## config.mk

```make
export PLATFORM = sky130hd
export DESIGN_NAME = spi_slave_flat
export DESIGN_NICKNAME = d
export VERILOG_FILES = /design/src/rtl/spi_pkg.sv /design/src/rtl/spi_slave_if.sv /design/src/rtl/spi_shift_reg.sv /design/src/rtl/spi_slave.sv /design/src/flat_wrapper.sv
export SDC_FILE = /design/constraint.sdc
export NUM_CORES = 1
export LEC_CHECK = 0
export CAP_MARGIN = 20
export CORE_ASPECT_RATIO = 0.9
export CORE_MARGIN = 2
export CORE_UTILIZATION = 47
export DETAILED_ROUTE_END_ITERATION = 8
export GPL_TIMING_DRIVEN = 0
export PLACE_DENSITY = 0.7
export SKIP_CTS_REPAIR_TIMING = 1
export SYNTH_ARGS = -nofsm -noshare
export SYNTH_HDL_FRONTEND = slang
export SYNTH_SLANG_ARGS = --single-unit
```

## constraint.sdc

```tcl
create_clock -name clk -period 2 [get_ports clk]
set_input_delay 0.2 -clock clk [delete_from_list [all_inputs] [get_ports clk]]
set_output_delay 0.2 -clock clk [all_outputs]
set_load 0.01 [all_outputs]
```

## src/rtl/spi_pkg.sv

```systemverilog
`default_nettype none
// +----------------------------------------------------------------------+
// | spi_pkg : shared SPI word width and slave FSM state encoding          |
// | Revision: 1.0                                                         |
// +----------------------------------------------------------------------+
package spi_pkg;

  localparam int SPI_DATA_W = 8;

  typedef enum logic [0:0] {
    ST_IDLE  = 1'b0,
    ST_SHIFT = 1'b1
  } spi_state_e;

endpackage
`default_nettype wire

```

## src/rtl/spi_slave_if.sv

```systemverilog
`default_nettype none
// +----------------------------------------------------------------------+
// | spi_slave_if : SPI serial pins plus word-level tx/rx handshake        |
// | Revision: 1.0                                                         |
// +----------------------------------------------------------------------+
interface spi_slave_if
  import spi_pkg::*;
#(
  parameter int DATA_W = SPI_DATA_W
) ();

  logic              ss;
  logic              MOSI;
  logic              MISO;
  logic [DATA_W-1:0] tx_data;
  logic              tx_load;
  logic              tx_ready;
  logic [DATA_W-1:0] rx_data;
  logic              rx_valid;
  logic              abort;

  modport slave (
    input  ss, MOSI, tx_data, tx_load,
    output MISO, tx_ready, rx_data, rx_valid, abort
  );

  modport master (
    output ss, MOSI, tx_data, tx_load,
    input  MISO, tx_ready, rx_data, rx_valid, abort
  );

endinterface
`default_nettype wire

```

## src/rtl/spi_shift_reg.sv

```systemverilog
`default_nettype none
// +----------------------------------------------------------------------+
// | spi_shift_reg : MSB-first shift register with parallel load           |
// | Revision: 1.0                                                         |
// +----------------------------------------------------------------------+
module spi_shift_reg #(
  parameter int WIDTH = 8
) (
  input  wire logic             clk,
  input  wire logic             rst_n,
  input  wire logic             load_i,
  input  wire logic [WIDTH-1:0] load_data_i,
  input  wire logic             shift_i,
  input  wire logic             serial_i,
  output logic      [WIDTH-1:0] q_o,
  output logic                  serial_o
);

  logic [WIDTH-1:0] data_q;
  logic [WIDTH-1:0] data_d;

  // Parallel load takes priority over shifting on the same edge.
  always_comb begin
    data_d = data_q;
    if (load_i) begin
      data_d = load_data_i;
    end else if (shift_i) begin
      data_d = {data_q[WIDTH-2:0], serial_i};
    end
  end

  always_ff @(posedge clk or negedge rst_n) begin
    if (!rst_n) begin
      data_q <= '0;
    end else begin
      data_q <= data_d;
    end
  end

  assign q_o      = data_q;
  assign serial_o = data_q[WIDTH-1];

endmodule
`default_nettype wire

```

## src/rtl/spi_slave.sv

```systemverilog
`default_nettype none
// +----------------------------------------------------------------------+
// | spi_slave : clk-synchronous SPI slave, one bit per clk while ss=0     |
// | Revision: 1.0                                                         |
// +----------------------------------------------------------------------+
module spi_slave
  import spi_pkg::*;
#(
  parameter int DATA_W = SPI_DATA_W
) (
  input wire logic   clk,
  input wire logic   rst_n,
  spi_slave_if.slave bus
);

  localparam int              CNT_W  = (DATA_W > 2) ? $clog2(DATA_W) : 1;
  localparam logic [CNT_W-1:0] C_LAST = CNT_W'(DATA_W - 1);

  spi_state_e        state_q, state_d;
  logic [CNT_W-1:0]  bit_cnt_q, bit_cnt_d;
  logic [DATA_W-1:0] rx_data_q, rx_data_d;
  logic              rx_valid_q, rx_valid_d;
  logic              abort_q, abort_d;
  logic [DATA_W-1:0] buf_q, buf_d;
  logic              full_q, full_d;

  logic              w_active;
  logic              w_first;
  logic              w_last;
  logic [DATA_W-1:0] w_rx_q;
  logic              w_rx_serial;
  logic [DATA_W-1:0] w_tx_q;
  logic              w_tx_serial;
  logic [DATA_W-1:0] w_tx_seed;
  logic              w_unused;

  assign w_active = !bus.ss;
  assign w_first  = (bit_cnt_q == '0);
  assign w_last   = (bit_cnt_q == C_LAST);

  always_comb begin
    state_d    = state_q;
    bit_cnt_d  = bit_cnt_q;
    rx_data_d  = rx_data_q;
    rx_valid_d = 1'b0;
    abort_d    = 1'b0;
    case (state_q)
      ST_IDLE: begin
        if (w_active) begin
          state_d = ST_SHIFT;
        end
      end
      ST_SHIFT: begin
        if (!w_active) begin
          state_d = ST_IDLE;
          abort_d = !w_first;
        end
      end
      default: state_d = ST_IDLE;
    endcase
    if (w_active) begin
      if (w_last) begin
        bit_cnt_d  = '0;
        rx_data_d  = {w_rx_q[DATA_W-2:0], bus.MOSI};
        rx_valid_d = 1'b1;
      end else begin
        bit_cnt_d = bit_cnt_q + CNT_W'(1);
      end
    end else begin
      bit_cnt_d = '0;
    end
  end

  // A word boundary always drains the buffer; a load only lands when it was empty.
  always_comb begin
    buf_d  = buf_q;
    full_d = full_q;
    if (w_active && w_first) begin
      full_d = 1'b0;
    end
    if (bus.tx_load && !full_q) begin
      buf_d  = bus.tx_data;
      full_d = 1'b1;
    end
  end

  always_ff @(posedge clk or negedge rst_n) begin
    if (!rst_n) begin
      state_q    <= ST_IDLE;
      bit_cnt_q  <= '0;
      rx_data_q  <= '0;
      rx_valid_q <= 1'b0;
      abort_q    <= 1'b0;
      buf_q      <= '0;
      full_q     <= 1'b0;
    end else begin
      state_q    <= state_d;
      bit_cnt_q  <= bit_cnt_d;
      rx_data_q  <= rx_data_d;
      rx_valid_q <= rx_valid_d;
      abort_q    <= abort_d;
      buf_q      <= buf_d;
      full_q     <= full_d;
    end
  end

  spi_shift_reg #(.WIDTH(DATA_W)) u_rx_sr (
    .clk         (clk),
    .rst_n       (rst_n),
    .load_i      (1'b0),
    .load_data_i ('0),
    .shift_i     (w_active),
    .serial_i    (bus.MOSI),
    .q_o         (w_rx_q),
    .serial_o    (w_rx_serial)
  );

  // The MSB goes out directly from the buffer on the first bit, so the shifter keeps the rest.
  assign w_tx_seed = full_q ? {buf_q[DATA_W-2:0], 1'b0} : '0;

  spi_shift_reg #(.WIDTH(DATA_W)) u_tx_sr (
    .clk         (clk),
    .rst_n       (rst_n),
    .load_i      (w_active && w_first),
    .load_data_i (w_tx_seed),
    .shift_i     (w_active),
    .serial_i    (1'b0),
    .q_o         (w_tx_q),
    .serial_o    (w_tx_serial)
  );

  assign bus.MISO     = !w_active ? 1'b0 :
                        (w_first ? (full_q & buf_q[DATA_W-1]) : w_tx_serial);
  assign bus.tx_ready = !full_q;
  assign bus.rx_data  = rx_data_q;
  assign bus.rx_valid = rx_valid_q;
  assign bus.abort    = abort_q;

  assign w_unused = ^{w_rx_q[DATA_W-1], w_rx_serial, w_tx_q};

endmodule
`default_nettype wire

```

## src/flat_wrapper.sv

```systemverilog
// flat-port wrapper written by rule: the top's interface ports become plain ports
module spi_slave_flat import spi_pkg::*;
#(
  parameter int DATA_W = SPI_DATA_W
)
  (clk, rst_n, bus_ss, bus_MOSI, bus_tx_data, bus_tx_load, bus_MISO, bus_tx_ready, bus_rx_data, bus_rx_valid, bus_abort);
  spi_slave_if #(.DATA_W(DATA_W)) bus_i ();
  input wire logic clk;
  input wire logic rst_n;
  input wire logic [$bits(bus_i.ss)-1:0] bus_ss;
  input wire logic [$bits(bus_i.MOSI)-1:0] bus_MOSI;
  input wire logic [$bits(bus_i.tx_data)-1:0] bus_tx_data;
  input wire logic [$bits(bus_i.tx_load)-1:0] bus_tx_load;
  output wire logic [$bits(bus_i.MISO)-1:0] bus_MISO;
  output wire logic [$bits(bus_i.tx_ready)-1:0] bus_tx_ready;
  output wire logic [$bits(bus_i.rx_data)-1:0] bus_rx_data;
  output wire logic [$bits(bus_i.rx_valid)-1:0] bus_rx_valid;
  output wire logic [$bits(bus_i.abort)-1:0] bus_abort;
  assign bus_i.ss = bus_ss;
  assign bus_i.MOSI = bus_MOSI;
  assign bus_i.tx_data = bus_tx_data;
  assign bus_i.tx_load = bus_tx_load;
  assign bus_MISO = bus_i.MISO;
  assign bus_tx_ready = bus_i.tx_ready;
  assign bus_rx_data = bus_i.rx_data;
  assign bus_rx_valid = bus_i.rx_valid;
  assign bus_abort = bus_i.abort;
  spi_slave #(.DATA_W(DATA_W)) u_core (.clk(clk), .rst_n(rst_n), .bus(bus_i));
endmodule
```

==> out/metrics.yaml, run 1 <==
status:
  status: "finished with violations"
  violations: "negative hold slack"
logic_synthesis:
  synthAdderAreaFrac: 0.0238
  synth_edf_count: 0
  yosys-top-cells-count: "37 x dfrtp_1, 14 x mux2_2, 9 x nand2_1"
  ys_top_cells_by_area: "dfrtp_1 59%, mux2_2 10%, mux2_4 7.6%"
  synthFlopType: "dfrtp_1"
  syn_area_sq_mm: 0.00158
  synth_compound_area_frac: 0.0492
  ys_ff_latch: 37
  synth-xor-area-share: 0
  synth_top_area_frac: 0.587
  synth-seq-area-share: 0.587
  syn_nets: 129
  synth-simple-area-share: 0.107
  synth_top_family_by_area: "multiplexers"
  async_flop_share: 1.00
  synth_mux_area_frac: 0.183
  yosysMostFrequentCell: "dfrtp_1"
  synth_top_area_cell: "dfrtp_1"
  synthCells: 113
  syn_avg_cell_area_sq_um: 14.0
  yosys_warnings: 0
  synthDistinctLibCells: 23
global_route:
  grt_pass1_vias: 983
  antenna_found_initial: 0
  grt-ovfl-total: 0
  grt_max_degree: 38
  globalRouteMet1Util: 0.222
  met3_usage: 0.0574
  busiest_layer: "met2"
  grt_usage: 0.162
  grtUsageMet2: 0.237
  grt_pass1_wl_um: 4600
timing:
  period_needed_ns: 1.72
  grt_setup_unrepaired: "no"
  setup_viol: 0
  hold_ws_ns: -0.0135
  post-route-period-util: 0.862
  finalClockSkew_ns: 0.00479
  slew_headroom: 0.488
  hold_viol: 37
  timing.fmax_mhz: 580
  slew_viol_final: 0
  tightestPinTransition_ns: 0.768
placement:
  place_congestion: 0.719
  placed_area_sq_mm: 0.00186
  io_buffers: 23
  hpwl_um: 1800
detailed_routing:
  num_vias: 949
  via_per_inst: 5.10
  drcViolationCount: 0
  wl_per_cell_um: 13.8
  wirelength_um: 2560
  first_iter_violations: 41
  firstDrtPassIters: 4
  detail-route-antenna-nets: 0
setup_path:
  cp.buffers_inverters: 3
  r2r_cells: 4
  critPathMaxStageDelay_ns: 0.40
  end_kind: "output pin"
  cp_data_arrival_time_ns: 1.52
  worstSetupStartpointType: "flop"
  crit_end: "bus_MISO"
  required_ns: 1.80
  crit_family: "flip-flops"
  crit_fanout: 10
  crit_start: "u_core.bit_cnt_q[0]$_DFF_PN0_"
  reg2reg_slack_ns: 0.55
  path_class: "flop to output pin"
  reg2reg_from: "u_core.bit_cnt_q[0]$_DFF_PN0_"
  timing.rr.end: "u_core.bus.rx_data[7]$_DFFE_PN0P_"
  crit_chain: "inv_1, ha_2, nand2b_1, buf_6, nand2_1, a21oi_1, dlymetal6s2s_1"
  crit_cells: 7
  crit_path_top_delay_cell: "dfrtp_1"
layout:
  final_nets: 159
  syn2layout_area_growth_pct: 23.2
  fillCellCount: 270
  diodes: 0
  postLayoutCellArea_sq_mm: 0.00194
  drive_gt1_frac: 0.285
  multi_input_area_sq_um: 576
  seqCellArea_sq_um: 926
clocking:
  cts_root_buffer: "clkbuf_8"
  cts_tree: "built"
  clk-insertion-delay-late_ns: 0.29
  numClockSinks: 37
  clk_pin_slew_ns: 0.07
  cts-buffers-inserted: 5
  htree_levels: 2
  cts_buffer_depth: 2
floorplanning:
  coreArea_sq_mm: 0.00314
  die_area_sq_mm: 0.00384
  die-width_um: 65.1
  io_pins: 25
  num_rows: 19
  die_h_um: 59.0
  start_util: 0.503
pwr:
  p_leak_nw: 0.920
  internal_power_mw: 1.47
  sw_frac_of_total: 0.271
  clock_power_share: 0.242
  p_sw_mw: 0.548
  cellPowerDensity_mw_per_mm2: 1040
  combinationalPowerShare: 0.238
  total_power_mw: 2.02
  peakVddDrop_v: 0.000586
  power_frac_seq: 0.521
job:
  drv_cap: 0
hold_path:
  hold_class: "input pin to asynchronous set/reset pin"
## area by class of cell
cell class	instances	area share
plain buffers	6	0.0283
flip-flops and latches	37	0.476
inverters	5	0.0122
clock inverters	2	0.00515
clock buffers	6	0.0373
well taps	42	0.0270
repair buffers	23	0.117
multi-input cells	65	0.296
## cell families after synthesis
logic type,count (synthesis)
AOI/OAI and AO/OA,15
adders and majority gates,3
buffers and inverters,11
DFF,37
muxes,23
and+or+nand+nor,24
## power by group through the flow
stage / Combinational [mW] / Sequential (mW) / Clock (mW)
finish: 0.480 / 1.05 / 0.489
global route: 0.542 / 1.08 / 0.546
CTS: 0.490 / 1.05 / 0.505
detailed placement: 0.489 / 1.07 / 0
global placement: 0.467 / 1.06 / 0
floorplan: 0.334 / 1.04 / 0
## stage by stage
stage / cells / setup slack (ns) / hold WS (ns) / TNS (ns) / utilization
2_1_floorplan: 113 / 0.636 / -0.0956 / 0 / -
3_3_place_gp: 178 / -0.0366 / 0.438 / -1.30 / 0.593
3_5_place_dp: 178 / 0.120 / 0.327 / 0 / 0.591
4_1_cts: 186 / -0.209 / 0.0114 / -0.209 / 0.618
5_1_grt: 186 / 0.0898 / 0.0466 / 0 / 0.619
6_report: 186 / 0.275 / -0.0135 / 0 / 0.619
## state kept, by name, summed over array words and instances (netlist names)
name	count
u_core.state_q	1
u_core.buf_q	8
u_core.u_tx_sr.q_o	7
u_core.bus.abort	1
u_core.bus.rx_data	8
u_core.bit_cnt_q	3
u_core.bus.rx_valid	1
u_core.u_rx_sr.q_o	7
u_core.full_q	1
## worst min path at each step
stage,cells past startpoint,from,endpoint
global placement,2,bus_ss,u_core.state_q$_DFF_PN0_
detailed placement,1,rst_n,u_core.buf_q[0]$_DFFE_PN0P_
CTS,1,rst_n,u_core.u_rx_sr.q_o[6]$_DFFE_PN0N_
global route,1,rst_n,u_core.u_rx_sr.q_o[6]$_DFFE_PN0N_
finish,1,rst_n,u_core.u_rx_sr.q_o[6]$_DFFE_PN0N_
floorplan,0,rst_n,u_core.bit_cnt_q[0]$_DFF_PN0_
## placed cells by master (no fill, tap or decap), types with 5 or more instances in the layout
cell type         n
a21oi_1           7
clkbuf_8          5
clkdlybuf4s50_1  21
dfrtp_1          37
mux2_2           14
mux2_4            8
nand2_1           9
o21ai_1           6
## per-layer routing
layer | vias up | part of all wire
met4 | 0 | 0.011
met3 | 4 | 0.048
li1 | 455 | -
met1 | 465 | 0.46
met2 | 25 | 0.48
met5 | - | 0
## worst register-to-register path: stages (launching register included)
cell and delay (ns):
dfrtp_1 0.40, ha_1 0.21, ha_1 0.27, nand2_8 0.15, mux2_4 0.31
No activity file was read; power rests on OpenSTA's default activity.
==> inputs of run 2 (changes only) <==
==> constraint.sdc (replaced) <==
create_clock -name clk -period 2 [get_ports clk]
set_input_delay 0.3 -clock clk [delete_from_list [all_inputs] [get_ports clk]]
set_output_delay 0.3 -clock clk [all_outputs]
set_load 0.01 [all_outputs]
==> out/metrics.yaml, run 2 (synthesis gave the netlist of run 1 again) <==
status:
  status: "completed"  # was finished with violations
pwr:
  sw_frac_of_total: 0.271  # about the same
  internal_power_mw: 1.47  # about the same
  clock_power_share: 0.242  # about the same
  peakVddDrop_v: 0.000586  # about the same
  cellPowerDensity_mw_per_mm2: 1040  # about the same
  power_frac_seq: 0.522  # was 0.521
  combinationalPowerShare: 0.236  # was 0.238
  p_leak_nw: 0.905  # was 0.920 nW
  p_sw_mw: 0.548  # about the same
floorplanning:
  die_h_um: 59.0  # unchanged
  num_rows: 19  # unchanged
  die-width_um: 65.1  # unchanged
  start_util: 0.503  # unchanged
  coreArea_sq_mm: 0.00314  # unchanged
  die_area_sq_mm: 0.00384  # unchanged
  io_pins: 25  # unchanged
placement:
  placed_area_sq_mm: 0.00186  # unchanged
  place_congestion: 0.719  # unchanged
  dp_cells: 178  # unchanged
  hpwl_um: 1800  # unchanged
  io_buffers: 23  # unchanged
layout:
  drive_gt1_frac: 0.292  # was 0.285
  final_cell_mix: "37 x dfrtp_1, 21 x clkdlybuf4s50_1, 14 x mux2_2"  # unchanged
  syn2layout_area_growth_pct: 22.7  # was 23.2%
  final_common_cell: "dfrtp_1"  # unchanged
  diodes: 0  # unchanged
  fin_cells: 186  # unchanged
  final_nets: 159  # unchanged
  postLayoutCellArea_sq_mm: 0.00194  # about the same
detailed_routing:
  via_per_inst: 5.10  # unchanged
  firstDrtPassIters: 4  # unchanged
  num_vias: 949  # unchanged
  first_iter_violations: 41  # unchanged
  detail-route-antenna-nets: 0  # unchanged
  drcViolationCount: 0  # unchanged
  wirelength_um: 2560  # unchanged
  wl_per_cell_um: 13.8  # unchanged
global_route:
  grt_pass1_vias: 983  # unchanged
  grt_usage: 0.162  # unchanged
  grt_pass1_wl_um: 4600  # unchanged
  grt_max_degree: 38  # unchanged
  grt-ovfl-total: 0  # unchanged
  antenna_found_initial: 0  # unchanged
setup_path:
  end_kind: "output pin"  # unchanged
  r2r_cells: 4  # unchanged
  path_class: "flop to output pin"  # unchanged
  cp_data_arrival_time_ns: 1.51  # was 1.52 ns
  crit_fanout: 10  # unchanged
  worstSetupStartpointType: "flop"  # unchanged
  required_ns: 1.70  # was 1.80 ns
timing:
  post-route-period-util: 0.904  # was 0.862
  hold_viol: 0  # was 37
  slew_headroom: 0.488  # unchanged
  grt_setup_unrepaired: "no"  # unchanged
  slew_viol_final: 0  # unchanged
  period_needed_ns: 1.81  # was 1.72 ns
  hold_ws_ns: 0.0865  # was -0.0135 ns
  timing.fmax_mhz: 553  # was 580 MHz
  finalClockSkew_ns: 0.00479  # unchanged
  tns_ns: 0  # unchanged
  tightestPinTransition_ns: 0.768  # unchanged
  setup_viol: 0  # unchanged
clocking:
  clk-insertion-delay-late_ns: 0.29  # about the same
  htree_levels: 2  # unchanged
  cts_buffer_depth: 2  # unchanged
  clk_pin_slew_ns: 0.07  # about the same
  cts_root_buffer: "clkbuf_8"  # unchanged
  cts_tree: "built"  # unchanged
  numClockSinks: 37  # unchanged
  cts-buffers-inserted: 5  # unchanged
hold_path:
  hold_class: "input pin to asynchronous set/reset pin"  # unchanged
job:
  drv_cap: 0  # unchanged
## run 2: worst paths after layout
check	start	to	slack (ns)
min reg2reg	u_core.bit_cnt_q[0]$_DFF_PN0_	u_core.bit_cnt_q[0]$_DFF_PN0_	0.47
max reg2reg	u_core.bit_cnt_q[0]$_DFF_PN0_	u_core.bus.rx_data[7]$_DFFE_PN0P_	0.55
min	rst_n	u_core.u_rx_sr.q_o[6]$_DFFE_PN0N_	0.09
min in group clk	bus_ss	u_core.state_q$_DFF_PN0_	0.25
max in group asynchronous	rst_n	u_core.u_tx_sr.q_o[3]$_DFFE_PN0P_	1.43
max	u_core.bit_cnt_q[0]$_DFF_PN0_	bus_MISO	0.19
## run 2: per-stage QoR
step | power [mW] | worst slack [ns] | util
2_1_floorplan | 1.38 | 0.603 | -
4_1_cts | 2.05 | -0.309 | 0.618
3_3_place_gp | 1.53 | -0.137 | 0.593
3_5_place_dp | 1.56 | 0.0202 | 0.591
5_1_grt | 2.16 | 0.00586 | 0.617
6_report | 2.02 | 0.193 | 0.617
## run 2: power by group through the flow
stage                     Sequential, mW  Combinational, mW  Clock (mW)
final                               1.05              0.477       0.489
after CTS                           1.05              0.490       0.505
after detailed placement            1.07              0.489           0
after global routing                1.08              0.538       0.546
after floorplan                     1.04              0.334           0
after global placement              1.06              0.467           0
## run 2: layout make-up
cell class / count / area, sq um
clock buffers: 6 / 72.6
plain buffers: 6 / 55.1
flip-flops and latches: 37 / 926
clock inverters: 2 / 10.0
well taps: 42 / 52.6
fillers: 272 / 1200
multi-input cells: 65 / 576
inverters: 5 / 23.8
repair buffers: 23 / 220
## run 2: worst max-delay path, stage by stage (launching register included)
cell and delay (ns):
dfrtp_1 0.37, inv_1 0.06, ha_2 0.23, nand2b_1 0.10, buf_6 0.14, nand2_1 0.06
a21oi_1 0.12, clkbuf_2 0.14
## run 2: per-layer routing
metal / global-route usage / up-vias / part of all wire
li1: - / 455 / -
met1: 0.222 / 465 / 0.46
met2: 0.237 / 25 / 0.48
met3: 0.0574 / 4 / 0.048
met4: 0.0714 / 0 / 0.011
met5: 0 / - / 0
